File: src/rtl/axis_hdr_strip_if.sv
// AXI-Stream beat bundle shared by the header stripper's input and output sides.
// The master drives data/valid/last, the slave drives ready.
interface axis_hdr_strip_if #(
    parameter int unsigned DATA_WIDTH = 32
);
    logic [DATA_WIDTH-1:0] tdata;
    logic                  tvalid;
    logic                  tready;
    logic                  tlast;

    modport master (output tdata, output tvalid, output tlast, input tready);
    modport slave  (input tdata, input tvalid, input tlast, output tready);
endinterface

File: src/rtl/axis_hdr_strip.sv
// Strips and checks the magic header beat of each AXI-Stream frame and forwards the payload
// through a registered output stage; bad-header frames are dropped up to their tlast.
module axis_hdr_strip #(
    parameter int unsigned           DATA_WIDTH = 32,
    parameter logic [DATA_WIDTH-1:0] HDR_MAGIC  = DATA_WIDTH'(32'hDEADBEEF),
    parameter int unsigned           CNT_WIDTH  = 16
) (
    input  logic                 clk,
    input  logic                 rstn,
    axis_hdr_strip_if.slave      s_axis,
    axis_hdr_strip_if.master     m_axis,
    output logic [CNT_WIDTH-1:0] frm_ok_cnt,
    output logic [CNT_WIDTH-1:0] hdr_err_cnt,
    output logic [CNT_WIDTH-1:0] runt_cnt,
    output logic                 in_frame
);

    typedef enum logic [1:0] {
        S_HDR  = 2'd0,
        S_PASS = 2'd1,
        S_DROP = 2'd2
    } state_t;

    localparam logic [CNT_WIDTH-1:0] CNT_MAX = '1;

    state_t                state;
    state_t                state_nxt;
    logic [DATA_WIDTH-1:0] m_data_q;
    logic                  m_valid_q;
    logic                  m_last_q;

    logic                  load_c;
    logic                  s_ready_c;
    logic                  accept_c;
    logic                  hdr_ok_c;
    logic                  pass_load_c;
    logic                  inc_ok_c;
    logic                  inc_err_c;
    logic                  inc_runt_c;

    // Handshake, next-state and counter-event decode.
    always_comb begin
        load_c      = ~m_valid_q | m_axis.tready;
        s_ready_c   = 1'b1;
        state_nxt   = state;
        inc_ok_c    = 1'b0;
        inc_err_c   = 1'b0;
        inc_runt_c  = 1'b0;
        pass_load_c = 1'b0;
        hdr_ok_c    = (s_axis.tdata == HDR_MAGIC);

        if (state == S_PASS) begin
            s_ready_c = load_c;
        end
        accept_c = s_axis.tvalid & s_ready_c;

        case (state)
            S_HDR: begin
                if (accept_c) begin
                    if (hdr_ok_c) begin
                        if (s_axis.tlast) begin
                            inc_runt_c = 1'b1;
                        end else begin
                            state_nxt = S_PASS;
                        end
                    end else begin
                        inc_err_c = 1'b1;
                        if (!s_axis.tlast) begin
                            state_nxt = S_DROP;
                        end
                    end
                end
            end
            S_PASS: begin
                if (accept_c) begin
                    pass_load_c = 1'b1;
                    if (s_axis.tlast) begin
                        inc_ok_c  = 1'b1;
                        state_nxt = S_HDR;
                    end
                end
            end
            S_DROP: begin
                if (accept_c && s_axis.tlast) begin
                    state_nxt = S_HDR;
                end
            end
            default: begin
                state_nxt = S_HDR;
            end
        endcase
    end

    // State, output stage and saturating statistics.
    always_ff @(posedge clk or negedge rstn) begin
        if (!rstn) begin
            state       <= S_HDR;
            in_frame    <= 1'b0;
            m_data_q    <= '0;
            m_valid_q   <= 1'b0;
            m_last_q    <= 1'b0;
            frm_ok_cnt  <= '0;
            hdr_err_cnt <= '0;
            runt_cnt    <= '0;
        end else begin
            state    <= state_nxt;
            in_frame <= (state_nxt != S_HDR);

            // A reload in the same cycle as an output handshake keeps valid high.
            if (pass_load_c) begin
                m_data_q  <= s_axis.tdata;
                m_last_q  <= s_axis.tlast;
                m_valid_q <= 1'b1;
            end else if (m_axis.tready) begin
                m_valid_q <= 1'b0;
            end

            if (inc_ok_c && (frm_ok_cnt != CNT_MAX)) begin
                frm_ok_cnt <= frm_ok_cnt + CNT_WIDTH'(1);
            end
            if (inc_err_c && (hdr_err_cnt != CNT_MAX)) begin
                hdr_err_cnt <= hdr_err_cnt + CNT_WIDTH'(1);
            end
            if (inc_runt_c && (runt_cnt != CNT_MAX)) begin
                runt_cnt <= runt_cnt + CNT_WIDTH'(1);
            end
        end
    end

    assign s_axis.tready = s_ready_c;
    assign m_axis.tdata  = m_data_q;
    assign m_axis.tvalid = m_valid_q;
    assign m_axis.tlast  = m_last_q;

endmodule
File: src/flat_wrapper.sv
// flat-port wrapper written by rule: the top's interface ports become plain ports
module axis_hdr_strip_flat 
#(
    parameter int unsigned           DATA_WIDTH = 32,
    parameter logic [DATA_WIDTH-1:0] HDR_MAGIC  = DATA_WIDTH'(32'hDEADBEEF),
    parameter int unsigned           CNT_WIDTH  = 16
)
  (clk, rstn, frm_ok_cnt, hdr_err_cnt, runt_cnt, in_frame, s_axis_tdata, s_axis_tvalid, s_axis_tlast, s_axis_tready, m_axis_tdata, m_axis_tvalid, m_axis_tlast, m_axis_tready);
  axis_hdr_strip_if #(.DATA_WIDTH(DATA_WIDTH)) s_axis_i ();
  axis_hdr_strip_if #(.DATA_WIDTH(DATA_WIDTH)) m_axis_i ();
  input  logic clk;
  input  logic rstn;
  output logic [CNT_WIDTH-1:0] frm_ok_cnt;
  output logic [CNT_WIDTH-1:0] hdr_err_cnt;
  output logic [CNT_WIDTH-1:0] runt_cnt;
  output logic in_frame;
  input wire logic [$bits(s_axis_i.tdata)-1:0] s_axis_tdata;
  input wire logic [$bits(s_axis_i.tvalid)-1:0] s_axis_tvalid;
  input wire logic [$bits(s_axis_i.tlast)-1:0] s_axis_tlast;
  output wire logic [$bits(s_axis_i.tready)-1:0] s_axis_tready;
  output wire logic [$bits(m_axis_i.tdata)-1:0] m_axis_tdata;
  output wire logic [$bits(m_axis_i.tvalid)-1:0] m_axis_tvalid;
  output wire logic [$bits(m_axis_i.tlast)-1:0] m_axis_tlast;
  input wire logic [$bits(m_axis_i.tready)-1:0] m_axis_tready;
  assign s_axis_i.tdata = s_axis_tdata;
  assign s_axis_i.tvalid = s_axis_tvalid;
  assign s_axis_i.tlast = s_axis_tlast;
  assign s_axis_tready = s_axis_i.tready;
  assign m_axis_tdata = m_axis_i.tdata;
  assign m_axis_tvalid = m_axis_i.tvalid;
  assign m_axis_tlast = m_axis_i.tlast;
  assign m_axis_i.tready = m_axis_tready;
  axis_hdr_strip #(.DATA_WIDTH(DATA_WIDTH), .HDR_MAGIC(HDR_MAGIC), .CNT_WIDTH(CNT_WIDTH)) u_core (.clk(clk), .rstn(rstn), .s_axis(s_axis_i), .m_axis(m_axis_i), .frm_ok_cnt(frm_ok_cnt), .hdr_err_cnt(hdr_err_cnt), .runt_cnt(runt_cnt), .in_frame(in_frame));
endmodule
File: config.mk
export PLATFORM = sky130hd
export DESIGN_NAME = axis_hdr_strip_flat
export DESIGN_NICKNAME = d
export VERILOG_FILES = /design/src/rtl/axis_hdr_strip_if.sv /design/src/rtl/axis_hdr_strip.sv /design/src/flat_wrapper.sv
export SDC_FILE = /design/constraint.sdc
export NUM_CORES = 1
export LEC_CHECK = 0
export BUFFER_PORTS_ARGS = -buffer_cell sky130_fd_sc_hd__buf_2
export CAP_MARGIN = 20
export CORE_UTILIZATION = 46
export DETAILED_ROUTE_END_ITERATION = 16
export PLACE_DENSITY_LB_ADDON = 0.15
export RECOVER_POWER = 50
export SLEW_MARGIN = 5
export SYNTH_ARGS = -nofsm -noshare
export SYNTH_HDL_FRONTEND = slang
export SYNTH_SLANG_ARGS = --single-unit
File: constraint.sdc
create_clock -name clk -period 1.8 [get_ports clk]
set_clock_uncertainty 0.1 [all_clocks]
set_input_delay 0.09 -clock clk [delete_from_list [all_inputs] [get_ports clk]]
set_output_delay 0.09 -clock clk [all_outputs]
set_load 0.01 [all_outputs]
# Yosys cells after proc, flatten, opt, wreduce, memory -nomap -nowiden
# Index checks and enable logic that the tools add are counted.
op_classes:
  add_sub_neg: 3
  n_mul: 0
  n_div: 0
  magnitude_cmp: 0
  eq_ne: 6
  shifts: 0
  n_mux: 22
  bitwise: 3
  reduce_logical: 7
ops:
  columns: ["operator", "count"]
  rows:
  - ["adder 16 x 1 -> 16 bit, second input constant", 3]
  - ["!= test 16 bit, second input constant", 3]
  - ["equality test 32 bit, second input constant", 1]
  - ["2-to-1 mux 1 bit", 14]
  - ["2-to-1 mux 2 bit", 7]
  - ["case mux 2 bit (3 select lines)", 1]
  - ["logical AND 1 bit", 4]
  - ["nonzero test 2 bit", 2]
  - ["equality test 2 x 1 -> 1 bit, second input constant", 1]
  - ["equality test 2 bit, second input constant", 1]
  - ["logical NOT 2 bit", 1]
  - ["AND 1 bit", 1]
  - ["NOT 1 bit", 1]
  - ["bitwise OR 1 bit", 1]
totals:
  ff_bits: 85
  latch_bits: 0
  ramBits: 0
  romBits: 0
  inputBits: 37
  out_inout_bits: 84
  wordCells: 49
  mem_count: 0

# Logic depth before layout (Yosys ltp)
depth:
  word_depth: 8
  mapped_depth: 6
  ltp_nobuf: 6

# Worst setup path after synthesis
# Ideal clock, no wire load.
synth_timing:
  path_type: "reg2reg"
  startpoint: "register u_core.m_valid_q (netlist: u_core.m_axis.tvalid)"
  endpoint: "register u_core.frm_ok_cnt[1]"
  setup_time_ns: 0.125
  arrival_ns: 1.674
  setup_slack_ns: -0.099
  path_stages_with_launch: 6
  cell_sequence: "dfrtp_1 > nor2b_1 > or3_1 > buf_2 > a21oi_1 > mux2_2"
synth_between:
  elab_chain_len: 7
synth_lines:
  columns: ["item", "line_no", "rtl"]
  rows:
  - ["start, declared", "axis_hdr_strip.sv:29", "logic m_valid_q;"]
  - ["start signal, assigned", "axis_hdr_strip.sv:100", "m_valid_q <= 1'b0;"]
  - ["start signal, assigned", "axis_hdr_strip.sv:113", "m_valid_q <= 1'b1;"]
  - ["start signal, assigned", "axis_hdr_strip.sv:115", "m_valid_q <= 1'b0;"]
  - ["NOT 1 bit", "axis_hdr_strip.sv:43", "load_c = ~m_valid_q | m_axis.tready;"]
  - ["bitwise OR 1 bit", "axis_hdr_strip.sv:43", null]
  - ["2-to-1 mux 1 bit", "axis_hdr_strip.sv:52", "if (state == S_PASS) begin"]
  - ["AND 1 bit", "axis_hdr_strip.sv:55", "accept_c = s_axis.tvalid & s_ready_c;"]
  - ["2-to-1 mux 1 bit", "axis_hdr_strip.sv:75", "if (accept_c) begin"]
  - ["2-to-1 mux 1 bit", "axis_hdr_strip.sv:57", "case (state)"]
  - ["logical AND 1 bit", "axis_hdr_strip.sv:118", "if (inc_ok_c && (frm_ok_cnt != CNT_MAX)) begin"]
  - ["end signal, assigned", "axis_hdr_strip.sv:119", "frm_ok_cnt <= frm_ok_cnt + CNT_WIDTH'(1);"]
  - ["end, declared", "axis_hdr_strip.sv:12", "output logic [CNT_WIDTH-1:0] frm_ok_cnt,"]
# Every way passes these cells.
# A chain may end at the register's enable or synchronous reset.

# Worst setup path in the final report
layout_timing:
  startpoint: "register u_core.state[1]"
  endpoint: "register u_core.frm_ok_cnt[15]"
layout_between:
  elab_chain_len: 6
layout_lines:
  columns: ["item", "line_no", "rtl"]
  rows:
  - ["start, declared", "axis_hdr_strip.sv:26", "state_t state;"]
  - ["start signal, assigned", "axis_hdr_strip.sv:106", "state <= state_nxt;"]
  - ["equality test 2 x 1 -> 1 bit (*)", "axis_hdr_strip.sv:52, axis_hdr_strip.sv:57", null]
  - ["2-to-1 mux 1 bit", "axis_hdr_strip.sv:52", null]
  - ["AND 1 bit", "axis_hdr_strip.sv:55", null]
  - ["2-to-1 mux 1 bit", "axis_hdr_strip.sv:75", null]
  - ["2-to-1 mux 1 bit (*)", "axis_hdr_strip.sv:57", null]
  - ["logical AND 1 bit (*)", "axis_hdr_strip.sv:118", null]
# Every way passes the cells marked *; elsewhere a longest branch is shown, timed or not.

==> run_results.csv <==
group,metric,value,unit
floorplanning,chipHeight,93.1,µm
worst_setup_path,critPathKind,"reg -> reg",
routing,ant_nets,0,
clock_tree,clk_pin_slew,90,ps
worst_setup_path,cp_num_cells,4,
yosys,synth_top_family_by_area,"simple AND/OR/NAND/NOR gates",
worst_setup_path,worstReg2RegStart,"u_core.state[1]",
routing,route.met2.wl,4.63,mm
routing,drt-initial-drc-count,77,
global_routing,grt_antenna_before_repair,0,
yosys,ys_ff_latch,85,
sta,setup_viol,0,
sta,worstMarginPinSlew,853,ps
cells_and_area,fin_cells,626,
yosys,synth_xor_xnor_area_share,9.63,%
routing,top_layer,"met4",
sta,tns,0,ps
yosys,synth_area_per_cell,12.1,µm²
clock_tree,root_buffer,"clkbuf_8",
yosys,ys_types,39,
global_routing,overflow,0,
sta,post-route-period-util,99.1,%
floorplanning,coreArea,7890,µm²
clock_tree,numCtsBuffers,9,
floorplanning,pin_count,121,
routing,vias,3245,
worst_setup_path,cpPeakStageDelay,590,ps
sta,fmaxAchievable,561,MHz
worst_setup_path,critPathLaunchType,"flip-flop",
clock_tree,tritoncts,"built",
sta,worst_slack,16.0,ps
flow_run,maxCapViolCount,0,
worst_setup_path,endpoint,"u_core.frm_ok_cnt[15]",
worst_setup_path,critPathCaptureType,"flip-flop",
global_routing,grt_max_degree,44,
sta,slew_headroom,43.1,%
yosys,syn_nets,355,
worst_setup_path,critPathTopFamily,"simple AND/OR/NAND/NOR gates",
worst_setup_path,reg2reg_to,"u_core.frm_ok_cnt[15]",
worst_setup_path,critical_path.cell_chain,"nand2b_4 -> or4_1 -> nor4_1 -> xor2_1",
cells_and_area,layout_common_cells,"dfrtp_1 (84), buf_2 (82), buf_4 (37), clkbuf_1 (35), mux2_2 (34)",
floorplanning,rows,32,
cells_and_area,drive_gt1_share,41.6,%
clock_tree,max-clock-path-buffers,2,
yosys,synth-edff-count,0,
yosys,synth_flop_cell,"dfrtp_1",
sta,rsz0062_at_grt,"true",
cells_and_area,fin_nets,559,
cells_and_area,regArea,2130,µm²
worst_setup_path,cp.arrival,1970,ps
yosys,synth_seq_area_share,55.7,%
yosys,synthAdderAreaFrac,0.982,%
yosys,synth_area,3820,µm²
power_and_ir_drop,totalPowerFinal,4.48,mW
worst_hold_path,whs_path_depth,3,
power_and_ir_drop,p_per_area,797,nW/µm²
clock_tree,insertion_delay,360,ps
yosys,ys_warn_count,0,
cells_and_area,multi_input_area,1860,µm²
placed_design,dpl.hpwl,6.42,mm
yosys,synth_compound_area_share,2.88,%
yosys,synthSimpleGateAreaFrac,18.9,%
placed_design,place_congestion,0.786,
cells_and_area,fillers,603,
routing,wl,9.43,mm
sta,slew_viol_final,0,
routing,met3WireLength,409,µm
yosys,synth.area.mux_share,10.6,%
floorplanning,start_util,48.4,%
worst_setup_path,cp_data_required_time,1980,ps
yosys,synthCells,315,
cells_and_area,syn_to_final_growth,47.2,%
routing,wl_met1,4.13,mm
worst_setup_path,cpMaxStageDelayCell,"or4_1",
routing,wl_per_cell,15.1,µm
global_routing,grt_pass1_vias,3210,
routing,drc,0,
cells_and_area,fin_util,71.3,%
placed_design,port_buffers,120,
yosys,async_flop_share,100,%
worst_setup_path,r2r_setup_slack,20,ps
clock_tree,cts.sinks,85,
floorplanning,dieArea,8680,µm²
clock_tree,htreeDepth,3,
cells_and_area,antenna_cells,0,
floorplanning,die_w,93.1,µm
placed_design,dp.cells,571,
placed_design,dp_slack,-88.3,ps
worst_setup_path,worst-path-buf-inv,0,
worst_setup_path,r2r.worst_path.cells,4,
worst_setup_path,cp_max_fo,4,
run_status,status,"complete, no violations",
power_and_ir_drop,leakage,2.74,nW
sta,finalCriticalPeriod,1780,ps
power_and_ir_drop,vdd_drop_max,0.467,mV
worst_setup_path,crit_start,"u_core.state[1]",
routing,drt-pass1-iter-count,5,
sta,hold_violations,0,
global_routing,grt_pass1_wl,15.2,mm
global_routing,grt_use_total,22.6,%
cells_and_area,layout_commonest_cell,"dfrtp_1",
routing,vias_per_cell,5.18,
worst_hold_path,hp-class,"in -> reg",
==> layout make-up <==
cell class / instances / area share [%]
Tap cell: 102 / 2.27
Inverter: 7 / 0.467
Clock buffer: 11 / 2.69
Multi-Input combinational cell: 218 / 33.0
Sequential cell: 85 / 37.8
Clock inverter: 5 / 1.05
Timing Repair Buffer: 198 / 22.7
==> synth_stat cells, types with 2 or more instances <==
| cell type | instances | share of area [%] |
|---|---|---|
| a21oi_1 | 8 | 1.0 |
| and2_1 | 3 | 0.49 |
| and3_1 | 9 | 1.5 |
| and4_1 | 4 | 0.92 |
| buf_2 | 5 | 0.65 |
| dfrtp_1 | 85 | 56 |
| ha_1 | 3 | 0.98 |
| inv_1 | 7 | 0.69 |
| mux2_2 | 34 | 10 |
| nand2_1 | 20 | 2.0 |
| nand2b_1 | 2 | 0.33 |
| nand3_1 | 20 | 2.6 |
| nand4_1 | 16 | 2.6 |
| nand4b_1 | 8 | 1.8 |
| nor2_1 | 16 | 1.6 |
| nor3_1 | 7 | 0.92 |
| nor4_1 | 5 | 0.82 |
| nor4_4 | 2 | 1.1 |
| xnor2_1 | 31 | 7.1 |
| xor2_1 | 11 | 2.5 |
==> where the power goes <==
group / switching [mW] / total (mW) / internal [mW]
clock: 0.705 / 1.42 / 0.717
combinational: 0.439 / 0.857 / 0.418
sequential: 0.122 / 2.20 / 2.08
total: 1.27 / 4.48 / 3.22
==> worst min-delay path by stage <==
stage               slack [ps]                     to     startpoint
global route                50        u_core.state[1]  s_axis_tvalid
finish                      20        u_core.state[1]  s_axis_tvalid
detailed placement         -30  u_core.frm_ok_cnt[10]           rstn
CTS                         20        u_core.state[1]  s_axis_tvalid
floorplan                 -310   u_core.frm_ok_cnt[0]           rstn
global placement           -30  u_core.frm_ok_cnt[10]           rstn
==> per-stage QoR <==
step	area [µm²]	hold slack (ps)
2_1_floorplan	3850	-306
3_3_place_gp	4870	-30.6
3_5_place_dp	4870	-30.4
4_1_cts	5470	16.3
5_1_grt	5630	51.5
6_report	5630	24.7
==> registers in the layout (all words and copies together), names as in the netlist <==
| signal | count |
|---|---|
| u_core.m_axis.tlast | 1 |
| u_core.m_axis.tvalid | 1 |
| u_core.in_frame | 1 |
| u_core.frm_ok_cnt | 16 |
| u_core.hdr_err_cnt | 16 |
| u_core.m_axis.tdata | 32 |
| u_core.state | 2 |
| u_core.runt_cnt | 16 |
==> cells by family after synthesis <==
| kind of cell | Yosys count |
|---|---|
| simple gates | 122 |
| flops | 85 |
| compound gates | 15 |
| fa+ha+maj | 3 |
| buf+inv | 12 |
| xor+xnor | 42 |
| mux | 36 |
==> repair_timing <==
action,4_1_cts,5_1_grt
endpoints found under the hold margin,121,0
setup buffers,1,5
pin swaps,1,10
hold buffers,35,0
setup endpoints to repair,10,36
resized for setup,5,44
==> tightest hold or removal path, delay by kind of cell <==
kind                   cells  cell delay [ps]
AOI/OAI and AO/OA          1              150
and+or+nand+nor            1               70
buffers and inverters      1              140
==> layer usage <==
layer  vias to the layer above  global-route usage, %
li1                       1533                      -
met1                      1583                   29.5
met2                       105                   36.4
met3                        24                   4.15
met4                         0                   10.6
met5                         -                      0
Power figures use the tool's default switching activity.
